--- config.mk ---
export PLATFORM = sky130hd
export DESIGN_NAME = lsu_dmem
export DESIGN_NICKNAME = d
export VERILOG_FILES = /design/src/rtl/lsu_dmem.sv
export SDC_FILE = /design/constraint.sdc
export NUM_CORES = 1
export LEC_CHECK = 0
export CAP_MARGIN = 40
export CORE_MARGIN = 1.5
export CORE_UTILIZATION = 40
export DETAILED_ROUTE_END_ITERATION = 7
export GPL_ROUTABILITY_DRIVEN = 0
export HOLD_SLACK_MARGIN = 0.15
export PLACE_DENSITY = 0.77
export SLEW_MARGIN = 20
export SYNTH_ARGS = -nofsm -noshare
export SYNTH_HDL_FRONTEND = slang
export SYNTH_SLANG_ARGS = --single-unit
--- constraint.sdc ---
create_clock -name clock -period 1.6 [get_ports clock]
set_input_delay 0.32 -clock clock [delete_from_list [all_inputs] [get_ports clock]]
set_output_delay 0.32 -clock clock [all_outputs]
set_load 0.01 [all_outputs]
--- src/rtl/lsu_dmem.sv ---
// RV32 load/store unit: fixed-sequence single-port data-memory access, 4 transitions per load, 6 per store, 1 for an illegal request.
// Accepts only in IDLE; a response is held until resp_ready, with no same-cycle re-accept.
module lsu_dmem #(
  parameter bit MISALIGN_CHECK = 1'b1
) (
  input  logic        clock,
  input  logic        reset,
  input  logic        req_valid,
  output logic        req_ready,
  input  logic        req_we,
  input  logic [2:0]  req_funct3,
  input  logic [31:0] req_addr,
  input  logic [31:0] req_wdata,
  output logic        resp_valid,
  input  logic        resp_ready,
  output logic [31:0] resp_rdata,
  output logic        resp_err,
  output logic [31:0] dmemaddr,
  output logic [31:0] dmemdatain,
  output logic [2:0]  dmemop,
  output logic        dmemwe,
  output logic        dmemrdclk,
  output logic        dmemwrclk,
  input  logic [31:0] dmemdataout
);

  typedef enum logic [2:0] {
    IDLE  = 3'd0,
    SETUP = 3'd1,
    RCLK  = 3'd2,
    RLOW  = 3'd3,
    WCLK  = 3'd4,
    WLOW  = 3'd5,
    RESP  = 3'd6
  } state_t;

  state_t      state_q, state_d;
  logic        st_q, st_d;
  logic        ready_q, ready_d;
  logic        valid_q, valid_d;
  logic        err_q, err_d;
  logic [31:0] rdata_q, rdata_d;
  logic [31:0] addr_q, addr_d;
  logic [31:0] wdata_q, wdata_d;
  logic [2:0]  op_q, op_d;
  logic        we_q, we_d;
  logic        rdclk_q, rdclk_d;
  logic        wrclk_q, wrclk_d;

  logic accept;
  logic is_half;
  logic is_word;
  logic bad_op;
  logic misaligned;
  logic illegal;

  assign accept  = req_valid && ready_q;
  assign is_half = (req_funct3 == 3'b001) || (req_funct3 == 3'b101);
  assign is_word = (req_funct3 == 3'b010);

  always_comb begin
    bad_op = 1'b0;
    if (req_we) begin
      bad_op = (req_funct3 > 3'b010);
    end else begin
      bad_op = (req_funct3 == 3'b011) || (req_funct3 == 3'b110) || (req_funct3 == 3'b111);
    end
  end

  assign misaligned = MISALIGN_CHECK &&
                      ((is_half && req_addr[0]) || (is_word && (req_addr[1:0] != 2'b00)));
  assign illegal    = bad_op || misaligned;

  // State plus every output is a flop, so the memory strobes are glitch-free.
  always_ff @(posedge clock or negedge reset) begin
    if (!reset) begin
      state_q <= IDLE;
      st_q    <= 1'b0;
      ready_q <= 1'b0;
      valid_q <= 1'b0;
      err_q   <= 1'b0;
      rdata_q <= 32'd0;
      addr_q  <= 32'd0;
      wdata_q <= 32'd0;
      op_q    <= 3'd0;
      we_q    <= 1'b0;
      rdclk_q <= 1'b0;
      wrclk_q <= 1'b0;
    end else begin
      state_q <= state_d;
      st_q    <= st_d;
      ready_q <= ready_d;
      valid_q <= valid_d;
      err_q   <= err_d;
      rdata_q <= rdata_d;
      addr_q  <= addr_d;
      wdata_q <= wdata_d;
      op_q    <= op_d;
      we_q    <= we_d;
      rdclk_q <= rdclk_d;
      wrclk_q <= wrclk_d;
    end
  end

  always_comb begin
    state_d = state_q;
    case (state_q)
      IDLE: begin
        if (accept) begin
          state_d = illegal ? RESP : SETUP;
        end
      end
      SETUP:   state_d = RCLK;
      RCLK:    state_d = RLOW;
      RLOW:    state_d = st_q ? WCLK : RESP;
      WCLK:    state_d = WLOW;
      WLOW:    state_d = RESP;
      RESP: begin
        if (valid_q && resp_ready) begin
          state_d = IDLE;
        end
      end
      default: state_d = IDLE;
    endcase
  end

  // Outputs are decoded from the next state and registered alongside it.
  always_comb begin
    st_d    = accept ? req_we     : st_q;
    addr_d  = accept ? req_addr   : addr_q;
    wdata_d = accept ? req_wdata  : wdata_q;
    op_d    = accept ? req_funct3 : op_q;
    ready_d = (state_d == IDLE);
    valid_d = (state_d == RESP);
    rdclk_d = (state_d == RCLK);
    wrclk_d = (state_d == WCLK);
    we_d    = st_d && ((state_d == SETUP) || (state_d == RCLK) || (state_d == RLOW) ||
                       (state_d == WCLK) || (state_d == WLOW));
    err_d   = (state_d == RESP) && ((state_q == IDLE) || err_q);
    rdata_d = 32'd0;
    if (state_d == RESP) begin
      rdata_d = ((state_q == RLOW) && !st_q) ? dmemdataout : rdata_q;
    end
  end

  assign req_ready  = ready_q;
  assign resp_valid = valid_q;
  assign resp_err   = err_q;
  assign resp_rdata = rdata_q;
  assign dmemaddr   = addr_q;
  assign dmemdatain = wdata_q;
  assign dmemop     = op_q;
  assign dmemwe     = we_q;
  assign dmemrdclk  = rdclk_q;
  assign dmemwrclk  = wrclk_q;

endmodule
## Word-level counts from Yosys, hierarchy flattened

Index checks and enable logic that the tools add are counted.

| storage, ports and cells | value |
|---|---|
| register bits after elaboration | 109 |
| bits in latches | 0 |
| memory bits (writable) | 0 |
| bits in read-only memories | 0 |
| input bits | 104 |
| output and inout bits | 105 |
| word-level logic and storage cells | 62 |
| memories kept | 0 |

| operators by class | value |
|---|---|
| add/sub/neg operators | 0 |
| $mul | 0 |
| divide/modulo/power cells | 0 |
| $lt $le $gt $ge | 1 |
| equality and inequality tests | 19 |
| shift operators | 0 |
| muxes and demuxes | 9 |
| bitwise logic cells | 0 |
| reductions and logical operators | 21 |

Operators with widths:

| operator | number |
|---|---|
| 32-bit two-way mux | 2 |
| 3-bit == test (second input constant) | 9 |
| 3-bit case mux with 7 select lines | 1 |
| 3-bit by 2-bit == test with 1-bit output (second input constant) | 6 |
| 1-bit logical OR | 10 |
| 3-bit by 1-bit == test with 1-bit output (second input constant) | 3 |
| 3-bit two-way mux | 3 |
| 1-bit logical AND | 7 |
| 3-bit logical NOT | 2 |
| 3-bit by 2-bit > comparator with 1-bit output (second input constant) | 1 |
| 1-bit two-way mux | 2 |
| 2-bit two-way mux | 1 |
| 2-bit by 1-bit != test with 1-bit output (second input constant) | 1 |
| 2-bit nonzero test | 1 |
| 1-bit logical NOT | 1 |

## Depth between registers and ports, before layout

| logic depth | value |
|---|---|
| depth after elaboration | 14 |
| depth in mapped cells | 6 |
| depth with buffers taken out | 3 |

## Worst setup path after synthesis

No wires, ideal clock.

| timing path | value |
|---|---|
| path kind | flip-flop to flip-flop |
| start point | reg ready_q (netlist: req_ready) |
| end point | reg addr_q[10] (netlist: dmemaddr[10]) |
| library setup time | 0.125 ns |
| arrival | 1.290 ns |
| required time | 1.475 ns |
| slack | 0.185 ns |
| cell stages (with the launch flop) | 5 |
| clock period less this slack | 1.415 ns |
| cells stage by stage | dfrtp_1 and2_1 buf_4 buf_4 mux2_2 |

| between the ends | value |
|---|---|
| longest elaborated chain between the ends | 1 |

RTL lines:

| item | line | RTL |
|---|---|---|
| start, declared | 39 | `logic ready_q, ready_d;` |
| start signal, assigned | 92 | `ready_q <= ready_d;` |
| 1-bit logical AND | 57 | `assign accept = req_valid && ready_q;` |
| end signal, assigned | 96 | `addr_q <= addr_d;` |
| end, declared | 43 | `logic [31:0] addr_q, addr_d;` |

No other way between the ends.
A chain may end at the register's enable or synchronous reset.

## Final worst setup path

| timing path | value |
|---|---|
| start point | reg wdata_q[17] (netlist: dmemdatain[17]) |
| end point | out dmemdatain[17] |

RTL lines:

| item | line | RTL |
|---|---|---|
| start, declared | 44 | `logic [31:0] wdata_q, wdata_d;` |
| start signal, assigned | 97 | `wdata_q <= wdata_d;` |
| end, declared | 19 | `output logic [31:0] dmemdatain,` |

No word-level cell between the ends.

==> results.md <==
* Top FF cell, synth: dfrtp_1
* Core Area at about 11000 µm²
* FF+latch area at roughly 2700 µm²
* Post-Syn Area at approximately 4500 µm²
* Register bit total from synthesis at between 100 and 150
* R2R Path End: resp_rdata[5]
* IO buf count at 208
* Period utilisation layout at between 90% and 100%
* Async set-reset flop share out of synthesis at 100%
* Post-CTS Setup Inserts at 0
* PnR worst setup slack at ~0.017 ns
* CTS root buffer: clkbuf_16
* CP endpoint kind: output pin
* WHS at 0.467 ns
* Synth top area cells: dfrtp_1, mux2_2, mux2i_1, a31oi_1, buf_8
* Sw power at between 3000 and 4000 µW
* Outcome: completed
* Post-synthesis sequential area ratio at between 60% and 70%
* Combinational Power Share at roughly 46%
* Total gr overflow at 0
* Post-synth net total at around 410
* Critical path arrival at between 1 and 1.5 ns
* Hold WC Path Type: input port to asynchronous set/reset pin
* # fillers at 856
* WS Path Type: flop to output pin
* Min Tclk post-route at approximately 1.6 ns
* Bufs and invs on worst path at 1
* Syn-to-layout area delta at 58.1%
* Post-synth EDFFs at 0
* Worst path cell trace: clkdlybuf4s50_1
* Cell Int Power at approximately 8000 µW
* Critical Path RT at 1.28 ns
* Core Rows at 38
* Fmax at between 0.6 and 0.7 GHz
* Max IR drop VDD at 1.04 mV
* LEAKAGE at roughly 0.0033 µW
* Switching share of power at approximately 32%
* TritonRoute pass-1 iters at 4
* Die ar. at roughly 12000 µm²
* Clk pwr share at between 10% and 20%
* Slowest stage delay, CP at about 0.57 ns
* TritonCTS clock tree: built
* Worst-path clk slew at roughly 0.070 ns
* HPWL after DPL at between 8000 and 9000 µm
* Total power per unit cell area at 1660 nW/µm²
* Worst Clk Skew at between 0.007 and 0.008 ns
* Post-route core utilization at 65.3%
* Antenna Cells at 0
* Synthesized area per cell at 15.0 µm²
* Distinct cells, synth at 38
* First-pass GRT wire length at between 15000 and 20000 µm
* Max_cap viols at 0
* All-Layer GR Usage at 19.9%
* Slowest-stage cell, CP: clkdlybuf4s50_1
* Sequential fraction of design power at a little under two fifths
* Post-route ant nets at 0
* Reg2Reg Setup Slack at ~0.13 ns
* Vias per inst at 4.99
* Drt total wl at ~12000 µm
* CTS max path bufs at 2
* Initial antenna violation count at 0
* Clock buffer count from CTS at 9
* Max Slew Vio Count at 0
* Die Y at around 110 µm
* Vias in the first global route at about 3500
* Via count at 3317
* CP delay by family, top: buffers and inverters
* # setup viols final at 0
* Clk Latency, worst-skew pair at 0.34 ns
* Post-layout nets at between 600 and 700
* Initial Util at between 40% and 50%
* Synth top area share at between 60% and 70%
* CP Max Fanout at 2
* Final Hold Viols at 0
* Area leader, netlist: dfrtp_1
* Startpoint types: flop
* Share of cells above drive strength 1 at between 20% and 30%
* Synth Warn # at 0
* Area of the multi-input gates at ~1600 µm²
* Setup Slack @ Placement at -0.291 ns
* Drt first-iter violations at 102
* Final TNS setup at 0 ns
* Htree depth at 3
* Boundary Pins at ~210
* Number of remaining DRC errors at 0
* Reg2Reg Depth at 4
* Final total power at 11900 µW
* Worst Max-Slew Pin Slew at about 0.44 ns
* Slew HR at 70.8%
* Worst R2R Start: st_q
* Drt wl/cell at approximately 18 µm
* Clock sinks at about 110
* RSZ-0062 raised after global routing: false
* Chip width at ~110 µm
* Largest net degree at the start of global routing at 44
* Syn Inst Count at 301
power by group through the flow:
stage / clock (µW) / combinational, µW / sequential [µW]
final: 2040 / 5410 / 4440
after global routing: 2200 / 5740 / 4590
after CTS: 2090 / 5540 / 4450
after detailed placement: 0 / 5600 / 4490
after global placement: 0 / 5480 / 4430
after floorplan: 0 / 2210 / 4900
cell usage after synthesis (2+ instances only):
library cell	n
a21boi_0	2
a21oi_1	4
a31oi_1	33
buf_4	8
buf_6	3
buf_8	6
clkbuf_1	3
clkbuf_8	2
dfrtp_1	109
mux2_2	67
mux2i_1	32
nand2_1	2
nand3_1	2
nor2_1	2
nor3b_1	2
o21ai_0	2
timing repair:
item                                    in CTS  in global routing
cloned                                       0                  0
endpoints found under the setup margin      10                 31
endpoints found under the hold margin       29                  0
resized for setup                           10                 31
hold buffers                                 1                  0
cell families (layout without fill, tap and decap cells):
kind of cell           count (synthesis)  after routing  synth area share (%)
buffers and inverters                 24            248                  5.12
DFF                                  109            109                  60.4
muxes                                 99             99                  23.8
and+or+nand+nor                       22             22                  3.88
AOI/OAI and AO/OA                     47             47                  6.84
layout make-up:
cell class | count | share of cell area (%)
Multi-Input combinational cell | 168 | 21.9
Inverter | 1 | 0.0525
Clock inverter | 5 | 0.508
Sequential cell | 109 | 38.2
Clock buffer | 11 | 3.26
Tap cell | 140 | 2.45
Timing Repair Buffer | 231 | 33.6
per-layer routing:
metal  track usage (%)  share of wire, %  up-vias
met5                 0                 0        -
met4              8.26               2.0        0
met3              4.12               5.6       18
met2              35.8                53      104
met1              22.8                39     1648
li1                  -                 -     1547
sequential cells by signal, summed over array words and instances (netlist names):
register,flops
dmemaddr,32
state_q,3
dmemdatain,32
resp_valid,1
st_q,1
resp_err,1
dmemrdclk,1
resp_rdata,32
dmemop,3
req_ready,1
dmemwrclk,1
dmemwe,1
worst max-delay path by stage:
stage	start	slack, ns	depth (start not counted)	end
2_1_floorplan	req_ready	0.19	4	dmemaddr[10]
3_3_place_gp	req_funct3[2]	-0.26	5	resp_rdata[9]
3_5_place_dp	req_funct3[2]	-0.29	5	resp_rdata[3]
4_1_cts	resp_valid	0.0003	1	resp_valid
5_1_grt	resp_rdata[0]	0.0002	1	resp_rdata[0]
6_report	dmemdatain[17]	0.02	1	dmemdatain[17]
worst register-to-register path: stages, from the launching register on:
cell and delay, ns:
dfrtp_1 0.42, and4bb_2 0.35, buf_12 0.24, mux2i_1 0.28, a31oi_1 0.06
layout by cell type, fill, tap and decap left out, types with 2 or more instances in the layout:
| cell | instances |
|---|---|
| dlymetal6s2s_1 | 29 |
| a21oi_1 | 3 |
| clkdlybuf4s50_1 | 168 |
| clkbuf_1 | 2 |
| nor3b_1 | 2 |
| clkinvlp_4 | 3 |
| mux2i_1 | 32 |
| dlygate4sd2_1 | 10 |
| dfrtp_1 | 108 |
| buf_4 | 16 |
| buf_12 | 7 |
| o21ai_0 | 2 |
| nand2_1 | 2 |
| a21boi_0 | 2 |
| a31oi_1 | 33 |
| clkbuf_16 | 9 |
| nand3_1 | 2 |
| mux2_2 | 67 |
| nor2_1 | 2 |
through the flow:
step,area [µm²],instances
CTS,7070,665
floorplan,4520,301
global placement,6800,648
global route,7140,665
detailed placement,6800,648
finish,7140,665
No activity file was read; power rests on OpenSTA's default activity.
==> edit 1, RTL diff (same flow settings) <==
Set the parameter `MISALIGN_CHECK` to 1'b0 (it was 1'b1).
--- a/src/rtl/lsu_dmem.sv
+++ b/src/rtl/lsu_dmem.sv
@@ -1,7 +1,7 @@
 // RV32 load/store unit: fixed-sequence single-port data-memory access, 4 transitions per load, 6 per store, 1 for an illegal request.
 // Accepts only in IDLE; a response is held until resp_ready, with no same-cycle re-accept.
 module lsu_dmem #(
-  parameter bit MISALIGN_CHECK = 1'b1
+  parameter bit MISALIGN_CHECK = 1'b0
 ) (
   input  logic        clock,
   input  logic        reset,
Function: changed (Yosys sat finds a counterexample within 4 cycles, from zero or initial values and one cycle with reset low).
==> edit 1 against the unedited design <==
  * Synthesized area fell by 7.1%
  * Routed wire length decreased by 7.4%
  * Utilization rose by 2.6 points
  * Largest cell class unchanged
  * Critical path depth increased by 5
  * Worst setup slack worse by 0.016 ns
  * Cell area down 2.7%
  * Hold slack worse by 0.0026 ns
  * Sequential cell count did not move
  * Total power decreased by 8.5%
  * Sequential power is 2% lower
  * Non-clock buffer count increased by 2
  * Register-to-register slack worse by 0.13 ns
  * Critical endpoint is now resp_rdata[19]
==> edit 1: results (changes against the unedited design) <==
| Metric | Value |
|---|---|
| P_clk | `0.00167 W (-18%)` |
| Diode count | `0 (unchanged)` |
| Outcome | `complete, no violations` |
| H-tree depth | `3 (unchanged)` |
| Clock latency on the worst-skew pair | `roughly 0.35 ns` |
| Post-route ant nets | `0 (unchanged)` |
| Clock buffer depth | `2 (unchanged)` |
| Clock slew at reported path FFs | `0.11 ns (+0.04 ns)` |
| Synth top cells by count | `dfrtp_1 (109), nand2_1 (69), mux2_2 (68)` |
| Crit path max fanout | `34 (+32)` |
| Setup Skew | `0.0135 ns (+0.00546 ns)` |
| M3 GR Usage | `3.65% (-0.48 points)` |
| Final nets | `654 (+4.8%)` |
| Dpl ws | `-0.204 ns (+0.0868 ns)` |
| Post-route met1 wirelength | `4510 um (-1.3%)` |
| Leading post-synthesis cells by cell area | `dfrtp_1 (65%), mux2_2 (18%), nand2_1 (6.2%)` |
| Drt first-iter violations | `121 (+19%)` |
| GR Util All Layers | `19.0% (-0.92 points)` |
| CTS resizes | `39 (+29)` |
| Fraction of layout cells with a size suffix above 1 | `20.9% (-0.97 points)` |
| Largest net degree at the start of global routing | `51 (+16%)` |
| Met3 wire length | `669 um (+2.5%)` |
| Synth Net Count | `430 (+6.2%)` |
| Setup ws final | `0.00141 ns (-0.0155 ns)` |
| DP HPWL | `7760 um (-11%)` |
| Worst Tran Pin Value | `0.449 ns (+0.0109 ns)` |
| GR Util met2 | `32.4% (-3.4 points)` |
| Seq/Total Area, Yosys | `65.0% (+4.6 points)` |
| First-pass GRT wire length | `16,800 um (-6.1%)` |
| Sequential Power Share | `39.9% (+2.6 points)` |
| Wire length on met2 | `5400 um (-13%)` |
| Via count | `3,310 (-0.21%)` |
| M1 GR Usage | `24.3% (+1.4 points)` |
| Setup tns final | `0 ns (unchanged)` |
| Worst IR Drop VDD | `0.000834 V (-20%)` |
| Ys Warns | `0 (unchanged)` |
| Lkg Pwr | `3.74 nW (+14%)` |
| Buffers on Ports | `208 (unchanged)` |
| WL/cell | `15.7 um (-11%)` |
| CTS root buf | `clkbuf_8` |
| Sw Ratio | `32.6% (+0.47 points)` |
| Critical Path AT | `1.83 ns (+0.57 ns)` |
| Highest routed layer | `met4` |
| Synth unique cells | `25 (-34%)` |
edit 1: cell types whose count changed after synthesis, moves of 3 or more:
cell      delta
nand2_1     +67
a31oi_1     -33
mux2i_1     -32
a21oi_1     +30
clkbuf_1     +8
buf_8        -6
buf_2        +5
buf_4        -5
buf_6        -3
edit 1: logic make-up (layout without fill, tap and decap cells):
family,Yosys count,after routing,synth area share [%]
flops,109,109,65.0
simple gates,85,85,8.50
mux,68,68,18.2
compound gates,43,43,5.93
buf+inv,21,249,2.33
edit 1: worst max-delay path: stages (launching register included):
cell     delay (ns)
dfrtp_1        0.41
buf_4          0.14
nor2b_1        0.15
a221o_1        0.36
a21oi_4        0.15
buf_12         0.20
a21oi_1        0.07
edit 1: final cells by class:
class | instances | area [um2]
well taps | 136 | 170
fillers | 791 | 3280
flip-flops and latches | 109 | 2730
clock buffers | 9 | 124
multi-input cells | 196 | 1410
clock inverters | 6 | 70.1
repair buffers | 233 | 2450
inverters | 1 | 3.75
edit 1: path summary, 6_finish.rpt:
check / start / to / cells after the start
setup / recovery: state_q[2] / resp_rdata[19] / 6
hold reg to reg: dmemaddr[8] / dmemaddr[8] / 1
min in group clock: dmemdataout[14] / resp_rdata[14] / 3
setup reg to reg: state_q[2] / resp_rdata[19] / 6
hold / removal: reset / dmemdatain[30] / 2
max in group asynchronous: reset / state_q[0] / 3
edit 1: per-stage QoR:
step | power, W | hold WS [ns] | cell area [um2] | std cells
2_1_floorplan | 0.00660 | 0.0244 | 4200 | 326
3_3_place_gp | 0.00948 | 0.286 | 6610 | 672
3_5_place_dp | 0.00965 | 0.302 | 6610 | 672
4_1_cts | 0.0111 | 0.471 | 6770 | 688
5_1_grt | 0.0115 | 0.481 | 6950 | 690
6_report | 0.0109 | 0.465 | 6950 | 690
==> edit 2, RTL diff (same flow settings) <==
Without the edit above. Encoding of `state_t`: now one-hot (7 bits for 7 states).
--- a/src/rtl/lsu_dmem.sv
+++ b/src/rtl/lsu_dmem.sv
@@ -24,14 +24,14 @@
   input  logic [31:0] dmemdataout
 );
 
-  typedef enum logic [2:0] {
-    IDLE  = 3'd0,
-    SETUP = 3'd1,
-    RCLK  = 3'd2,
-    RLOW  = 3'd3,
-    WCLK  = 3'd4,
-    WLOW  = 3'd5,
-    RESP  = 3'd6
+  typedef enum logic [6:0] {
+    IDLE  = 7'b0000001,
+    SETUP = 7'b0000010,
+    RCLK  = 7'b0000100,
+    RLOW  = 7'b0001000,
+    WCLK  = 7'b0010000,
+    WLOW  = 7'b0100000,
+    RESP  = 7'b1000000
   } state_t;
 
   state_t      state_q, state_d;
Function: no difference found for any inputs over 10 cycles, from zero or initial values and one cycle with reset low; not proved beyond that.
==> edit 2 against the unedited design <==
  * The flow now finishes with violations (setup timing)
  * Worst setup slack got worse by 0.20 ns
  * Global-route usage fell by 1.1 points
  * Routed wire length shrank 0.67%
  * Synthesized cell count up 13%
  * Synthesized area fell by 2.2%
  * Sequential cell count increased by 4
  * Combinational power fell by 36%
  * Total power shrank 9.6%
  * Cell area grew 5.8%
  * Via count up 5.5%
  * Hold slack worse by 0.20 ns
  * Critical path type is now reg2reg
==> edit 2: results (changes against the unedited design) <==
| Metric | Value |
|---|---|
| Fillers | `789 (-7.8%)` |
| Routed vias/inst | `4.74 (-4.9%)` |
| CTS root buf | `clkbuf_8` |
| Gate Count Post-Synth | `340 (+13%)` |
| Diode count | `0 (unchanged)` |
| Crit path launch | `state_q[0]` |
| Synth Net Count | `444 (+9.6%)` |
| H-tree depth | `4 (+1)` |
| Buffers on Ports | `208 (unchanged)` |
| GR Util All Layers | `18.8% (-1.1 points)` |
| Violated checks | `setup timing` |
| Setup tns final | `-5.89 ns (-5.89 ns)` |
| Largest net degree at the start of global routing | `36 (-18%)` |
| Final nets | `690 (+11%)` |
| DP HPWL | `7990 um (-8.6%)` |
| Worst IR Drop VDD | `0.000731 V (-30%)` |
| Seq/Total Area, Yosys | `64.0% (+3.6 points)` |
| Final setup viols | `39 (+39)` |
| Slowest library cell on the worst path | `dfstp_2` |
| Dpl ws | `-0.368 ns (-0.0769 ns)` |
| Clock slew at reported path FFs | `0.05 ns (-0.02 ns)` |
| Synth unique cells | `38 (unchanged)` |
| DRT Pass-1 Iters | `4 (unchanged)` |
| Drt first-iter violations | `164 (+61%)` |
| Setup Skew | `0.00831 ns (+0.000309 ns)` |
| Lkg Pwr | `3.52 nW (+7.7%)` |
| Cells after DPL | `698 (+7.7%)` |
| Clock latency on the worst-skew pair | `0.49 ns (+0.15 ns)` |
| Top_reg_cell synth | `dfrtp_1` |
| Outcome | `finished with violations` |
| Total congestion overflow | `0 (unchanged)` |
| Async SR Flop Fraction | `100% (unchanged)` |
| CP endpoint kind | `register` |
| Num CTS Buffers | `17 (+8)` |
| Placed cell area | `0.00686 mm2 (+0.88%)` |
| Crit path max fanout | `3 (+1)` |
| Synth top cells by count | `dfrtp_1 (112), mux2_2 (68), nand2_1 (37)` |
| First-pass GRT wire length | `16,900 um (-5.4%)` |
| Ys Warns | `0 (unchanged)` |
| WL/cell | `15.7 um (-10%)` |
| Via count | `3,499 (+5.5%)` |
| Int Pwr | `0.00773 W (-4.2%)` |
| Hold Path Class | `in2async` |
| Leading post-synthesis cells by cell area | `dfrtp_1 (63%), mux2_2 (17%), nand2_1 (3.1%)` |
| R2r worst-path depth | `3 (-1)` |
| Worst Tran Pin Value | `0.533 ns (+0.0948 ns)` |
| Critical Path AT | `2.16 ns (+0.90 ns)` |
| Number of global-route vias before repair | `3,572 (+2.2%)` |
| Reg2reg end | `req_ready` |
| Antenna violations before repair | `0 (unchanged)` |
| Critical path's top delay family | `simple AND/OR/NAND/NOR gates` |
| Setup ws final | `-0.185 ns (-0.202 ns)` |
| Clock buffer depth | `2 (unchanged)` |
| Critical Path Max Stage Delay | `0.52 ns (-0.05 ns)` |
| Fraction of layout cells with a size suffix above 1 | `28.9% (+7.0 points)` |
==> edit 2: cell type report <==
type,instances,area [um2],area share (%)
Timing Repair Buffer,244,2370,31.4
Inverter,31,116,1.54
Multi-Input combinational cell,179,1510,20.0
Sequential cell,113,2830,37.4
Clock inverter,11,115,1.52
Clock buffer,20,435,5.76
Tap cell,140,175,2.32
==> edit 2: cells by family after synthesis <==
logic type	count (synthesis)	share of synthesized area [%]
AO/OA/AOI/OAI	44	5.92
multiplexers	68	17.3
buffers and inverters	48	4.81
AND/OR/NAND/NOR	66	7.76
flip-flops	113	64.0
XOR/XNOR	1	0.198
==> edit 2: metal layers <==
metal	GRT usage, %	wire length [um]
met4	7.61	259
met3	7.11	925
met1	21.6	4620
met5	0	0
met2	31.5	5810
==> edit 2: worst min path at each step <==
stage | from | endpoint | slack, ns | cells after the start
global route | reset | resp_rdata[4] | 0.28 | 2
global placement | reset | resp_rdata[4] | 0.24 | 1
finish | reset | dmemdatain[10] | 0.27 | 2
CTS | reset | dmemdatain[10] | 0.25 | 2
detailed placement | reset | dmemdatain[10] | 0.24 | 1
floorplan | reset | dmemaddr[0] | 0.02 | 0
==> edit 2: power by group through the flow <==
stage | Sequential, W | Clock [W] | Combinational, W
after global placement | 0.00387 | 0 | 0.00343
final | 0.00383 | 0.00344 | 0.00347
after CTS | 0.00384 | 0.00353 | 0.00307
after floorplan | 0.00420 | 0 | 0.00118
after global routing | 0.00392 | 0.00369 | 0.00369
after detailed placement | 0.00391 | 0 | 0.00349
==> edit 2: repair_timing <==
| item | in CTS | in global routing |
|---|---|---|
| pin swaps | 0 | 5 |
| resized for setup | 106 | 36 |
| setup buffers | 0 | 2 |
| endpoints found under the setup margin | 143 | 39 |
| cloned | 0 | 6 |
| hold buffers | 1 | 0 |
| hold endpoints to repair | 112 | 0 |
